--- src/rtl/peripheral_uart_rfifo_wb.sv ---
// UART receiver FIFO: 16-deep character store with overrun, trigger level and
// per-entry error tracking. Optional feature macro: PERIPHERAL_UART_RFIFO_ERROR_TRACK_EN.
module peripheral_uart_rfifo_wb #(
    parameter int FIFO_WIDTH     = 11,
    parameter int FIFO_DEPTH     = 16,
    parameter int FIFO_POINTER_W = 4,
    parameter int FIFO_COUNTER_W = 5
) (
    input  logic                      clk,
    input  logic                      wb_rst_i,
    input  logic                      push,
    input  logic                      pop,
    input  logic [FIFO_WIDTH-1:0]     data_in,
    input  logic                      fifo_reset,
    input  logic                      reset_status,
    input  logic [1:0]                rx_trigger_sel,
    output logic [FIFO_WIDTH-1:0]     data_out,
    output logic                      overrun,
    output logic [FIFO_COUNTER_W-1:0] count,
    output logic                      error_bit,
    output logic                      trigger
);

`ifdef PERIPHERAL_UART_RFIFO_ERROR_TRACK_EN
    localparam int STORE_W = FIFO_WIDTH;
`else
    localparam int STORE_W = 8;
`endif

    localparam logic [FIFO_COUNTER_W-1:0] DEPTH_C    = FIFO_COUNTER_W'(FIFO_DEPTH);
    localparam logic [FIFO_POINTER_W-1:0] PTR_LAST_C = FIFO_POINTER_W'(FIFO_DEPTH - 1);

    logic [STORE_W-1:0]        mem_r [FIFO_DEPTH];
    logic [FIFO_POINTER_W-1:0] wr_ptr_r;
    logic [FIFO_POINTER_W-1:0] rd_ptr_r;
    logic [FIFO_COUNTER_W-1:0] count_r;
    logic                      overrun_r;
    logic [FIFO_COUNTER_W-1:0] count_nxt_s;
    logic [FIFO_COUNTER_W-1:0] trig_lvl_s;
    logic                      empty_s;
    logic                      full_s;
    logic                      wr_en_s;
    logic                      rd_en_s;
    logic                      ovf_s;

    function automatic logic [FIFO_POINTER_W-1:0] ptr_inc(input logic [FIFO_POINTER_W-1:0] p);
        if (p == PTR_LAST_C) begin
            return {FIFO_POINTER_W{1'b0}};
        end else begin
            return p + FIFO_POINTER_W'(1);
        end
    endfunction

    // Decode push/pop against occupancy; a pop of an empty FIFO is dropped, and
    // a push while full is accepted only when a pop frees the head slot.
    always_comb begin
        empty_s = (count_r == {FIFO_COUNTER_W{1'b0}});
        full_s  = (count_r == DEPTH_C);
        rd_en_s = pop && !empty_s;
        wr_en_s = push && (!full_s || pop);
        ovf_s   = push && full_s && !pop;
    end

    // Next occupancy value.
    always_comb begin
        count_nxt_s = count_r;
        if (wr_en_s && !rd_en_s) begin
            count_nxt_s = count_r + FIFO_COUNTER_W'(1);
        end else if (rd_en_s && !wr_en_s) begin
            count_nxt_s = count_r - FIFO_COUNTER_W'(1);
        end else begin
            count_nxt_s = count_r;
        end
    end

    // Pointers, occupancy and sticky overrun; any clear beats a same-cycle overflow.
    always_ff @(posedge clk) begin
        if (wb_rst_i) begin
            wr_ptr_r  <= {FIFO_POINTER_W{1'b0}};
            rd_ptr_r  <= {FIFO_POINTER_W{1'b0}};
            count_r   <= {FIFO_COUNTER_W{1'b0}};
            overrun_r <= 1'b0;
        end else if (fifo_reset) begin
            wr_ptr_r  <= {FIFO_POINTER_W{1'b0}};
            rd_ptr_r  <= {FIFO_POINTER_W{1'b0}};
            count_r   <= {FIFO_COUNTER_W{1'b0}};
            overrun_r <= 1'b0;
        end else begin
            if (wr_en_s) begin
                wr_ptr_r <= ptr_inc(wr_ptr_r);
            end
            if (rd_en_s) begin
                rd_ptr_r <= ptr_inc(rd_ptr_r);
            end
            count_r <= count_nxt_s;
            if (reset_status) begin
                overrun_r <= 1'b0;
            end else if (ovf_s) begin
                overrun_r <= 1'b1;
            end
        end
    end

    // Character storage; contents need no reset since count gates visibility.
    always_ff @(posedge clk) begin
        if (wr_en_s && !fifo_reset && !wb_rst_i) begin
            mem_r[wr_ptr_r] <= data_in[STORE_W-1:0];
        end
    end

`ifdef PERIPHERAL_UART_RFIFO_ERROR_TRACK_EN
    logic [FIFO_DEPTH-1:0] err_flag_r;

    // Per-entry error flag; the write is ordered last so it wins when the
    // popped slot is rewritten in the same cycle.
    always_ff @(posedge clk) begin
        if (wb_rst_i || fifo_reset) begin
            err_flag_r <= {FIFO_DEPTH{1'b0}};
        end else begin
            if (rd_en_s) begin
                err_flag_r[rd_ptr_r] <= 1'b0;
            end
            if (wr_en_s) begin
                err_flag_r[wr_ptr_r] <= |data_in[10:8];
            end
        end
    end

    assign error_bit = |err_flag_r;
`else
    logic unused_err_s;
    assign unused_err_s = ^data_in[FIFO_WIDTH-1:STORE_W];
    assign error_bit    = 1'b0;
`endif

    // Head entry, zeroed while empty.
    always_comb begin
        data_out = {FIFO_WIDTH{1'b0}};
        if (!empty_s) begin
            data_out = FIFO_WIDTH'(mem_r[rd_ptr_r]);
        end else begin
            data_out = {FIFO_WIDTH{1'b0}};
        end
    end

    // Trigger level decode.
    always_comb begin
        trig_lvl_s = FIFO_COUNTER_W'(1);
        case (rx_trigger_sel)
            2'b00:   trig_lvl_s = FIFO_COUNTER_W'(1);
            2'b01:   trig_lvl_s = FIFO_COUNTER_W'(4);
            2'b10:   trig_lvl_s = FIFO_COUNTER_W'(8);
            2'b11:   trig_lvl_s = FIFO_COUNTER_W'(14);
            default: trig_lvl_s = FIFO_COUNTER_W'(1);
        endcase
        trigger = (count_r >= trig_lvl_s);
    end

    assign count   = count_r;
    assign overrun = overrun_r;

endmodule
--- config.mk ---
export PLATFORM = sky130hd
export DESIGN_NAME = peripheral_uart_rfifo_wb
export DESIGN_NICKNAME = d
export VERILOG_FILES = /design/src/rtl/peripheral_uart_rfifo_wb.sv
export SDC_FILE = /design/constraint.sdc
export NUM_CORES = 1
export LEC_CHECK = 0
export ABC_AREA = 0
export BUFFER_PORTS_ARGS = -buffer_cell sky130_fd_sc_hd__buf_4
export CAP_MARGIN = 40
export CORE_MARGIN = 4
export CORE_UTILIZATION = 45
export DETAILED_ROUTE_END_ITERATION = 10
export MAX_ROUTING_LAYER = met4
export SYNTH_ARGS = -nofsm -noshare
export SYNTH_HDL_FRONTEND = slang
export SYNTH_SLANG_ARGS = --single-unit
--- constraint.sdc ---
create_clock -name clk -period 3.9 [get_ports clk]
set_clock_uncertainty 0.05 [all_clocks]
set_input_delay 1.17 -clock clk [delete_from_list [all_inputs] [get_ports clk]]
set_output_delay 1.17 -clock clk [all_outputs]
set_load 0.05 [all_outputs]
==> metrics.yaml <==
run_status:
  status: "finished clean"
clock_tree:
  ctsResizeCount: 0
  root_buffer: "clkbuf_16"
  cts_setup_buffers: 0
  cts_tree: "yes"
  cts_buffer_depth: 2
  clock_sinks: 146
  worstSkewPairLatency_ps: 410
  cts_hold_buffers: 0
  cts_buffers: 17
  cts.clk_slew.worst_paths_ps: 50
  h-tree-depth: 4
critical_path:
  cp_data_required_time_ps: 2680
  worstSetupEndpointType: "output pin"
  start_kind: "input port"
  worstReg2RegStart: "count[1]"
  cp-startpoint: "rx_trigger_sel[1]"
  path_cells: "buf_4, nor2_1, ha_1, nand2b_1, a21o_1, a21o_1, a211o_1, buf_6"
  r2r_slack_ps: 950
  path_max_fanout: 3
  rr_endpoint: "count[3]"
  crit_type: "in -> out"
  cpMaxStageDelayCell: "a211o_1"
  crit_top_cell: "a21o_1"
  reg2regPathDepth: 9
  critPathMaxStageDelay_ps: 290
  crit_path_end: "trigger"
  worst_ep_arrival_time_ps: 2560
drt:
  via_per_inst: 5.44
  drt_wl_total_microns: 11100
  drc: 0
  vias: 3143
  drtIter0Drc: 281
  routedWlPerCell_microns: 19.1
  antenna_left: 0
  first_pass_iters: 4
synth:
  netlist_area_sq_um: 6040
  netlist_instances: 340
  ys.flop_type: "edfxtp_1"
  ys_seq_area_share_pct: 69.6
  postSynthAreaPerCell_sq_um: 17.8
  synth_seq_cells: 146
  synth-warning-count: 0
  postSynth.asyncResetShare_pct: 0
  synth_edf_count: 128
  synthDistinctLibCells: 41
timing:
  tns_ps: 0
  setup_ws_ps: 122
  rsz0062_at_grt: "no"
  worst_pin_slew_ps: 682
  slew_headroom_pct: 54.5
  final_hold_viol_count: 0
  setup_viol: 0
  post-route-min-period_ps: 3780
  finalCritPeriodShare_pct: 96.9
  max_freq_mhz: 265
  slew_violations: 0
min_path:
  hp-class: "reg -> reg"
placed_design:
  dp_hpwl_microns: 7040
  place_area_sq_um: 6550
  pre_cts_slack_ps: 104
  gp_congestion: 0.711
  portBuffers: 30
global_routing:
  overflow: 0
  grtUsageTotal_pct: 16.2
  grt_pass1_vias: 3110
  grt_max_degree: 33
  grt_first_pass_wirelength_microns: 17300
  antenna_found_initial: 0
pwr:
  leakage_nw: 2.37
  power_mw: 3.77
  peakVddDrop_mv: 0.308
  powerDensity_nw_per_um2: 531
layout:
  syn_to_final_growth_pct: 17.5
  fin_util_pct: 53.8
  fin_nets: 423
  layout_common_cells: "edfxtp_1, buf_4, mux4_2, nor2_1"
  drive_above_1_share_pct: 28.6
  stdcell_area_sq_um: 7100
  n_antenna_cell: 0
  fillers: 1053
  final_common_cell: "edfxtp_1"
run:
  drv_cap: 0
die:
  die_w_microns: 124
  core_area_sq_um: 13200
  start_util_pct: 45.8
  io-pin-count: 38
  fp-row-count: 42
  die_h_microns: 124
  die_area_sq_um: 15400
worst max-delay path, delay by kind of cell:
family	cells	cell delay, ps
AOI/OAI and AO/OA	3	630
buffers and inverters	2	270
and+or+nand+nor	2	250
adders and majority gates	1	230
metal layers:
layer	vias to the layer above	GRT usage, %	routed length, microns
met4	0	5.13	94
met5	-	-	0
met1	1612	20.4	4850
met3	8	4.54	447
met2	71	25.7	5670
li1	1452	-	-
through the flow:
stage	instances	hold slack [ps]
final	578	461
after CTS	578	455
after global placement	547	440
after global routing	578	488
after detailed placement	547	444
after floorplan	343	422
flip-flops by register name (all words and copies together) (netlist names), named ones only:
| register | flops |
|---|---|
| count | 5 |
| wr_ptr_r | 4 |
| mem_r | 128 |
| rd_ptr_r | 4 |
| overrun | 1 |
area by class of cell:
cell class	count	area (sq um)	area share (%)
repair buffers	52	419	5.90
well taps	176	220	3.10
multi-input cells	167	1680	23.7
inverters	6	22.5	0.317
flip-flops and latches	146	4210	59.2
clock inverters	11	113	1.59
clock buffers	20	437	6.15
Yosys cell counts, drive strengths merged, types with 2 or more instances:
library cell	count	area, sq um
edfxtp	128	3840
mux4	32	721
nor2	26	97.6
dfxtp	18	360
a211oi	17	128
buf	17	120
ha	13	163
mux2i	12	120
nor2b	8	50.1
a21oi	7	35.0
clkbuf	7	26.3
nand3	7	40.0
inv	6	22.5
nor3	5	25.0
a21o	4	30.0
nand2b	4	25.0
nand2	3	11.3
xor2	3	26.3
a211o	2	17.5
a311o	2	20.0
nor4	2	12.5
o211ai	2	15.0
o21ai	2	21.3
logic make-up (layout without fill, tap and decap cells):
kind of cell    count (synthesis)  after routing  synth area share (%)
flops                         146            146                  69.6
simple gates                   61             61                  5.13
mux                            44             44                  13.9
compound gates                 40             40                  4.95
buf+inv                        30             89                  2.79
fa+ha+maj                      14             14                  3.02
xor+xnor                        4              4                 0.580
other cells                     1              4                0.0620
how the worst min path moves through the flow:
stage / from / depth (start not counted) / endpoint / slack, ps
finish: rd_ptr_r[0] / 2 / flip-flop / 460
global route: overrun / 2 / overrun / 490
CTS: rd_ptr_r[0] / 2 / flip-flop / 450
detailed placement: rd_ptr_r[0] / 2 / flip-flop / 440
global placement: rd_ptr_r[0] / 2 / flip-flop / 440
floorplan: rd_ptr_r[3] / 2 / flip-flop / 420
power by group:
| part | switching [mW] | total, mW | internal, mW |
|---|---|---|---|
| Combinational | 0.334 | 0.520 | 0.185 |
| Sequential | 0.0225 | 1.74 | 1.71 |
| Clock | 0.586 | 1.52 | 0.931 |
(Power assumes the default switching activity.)
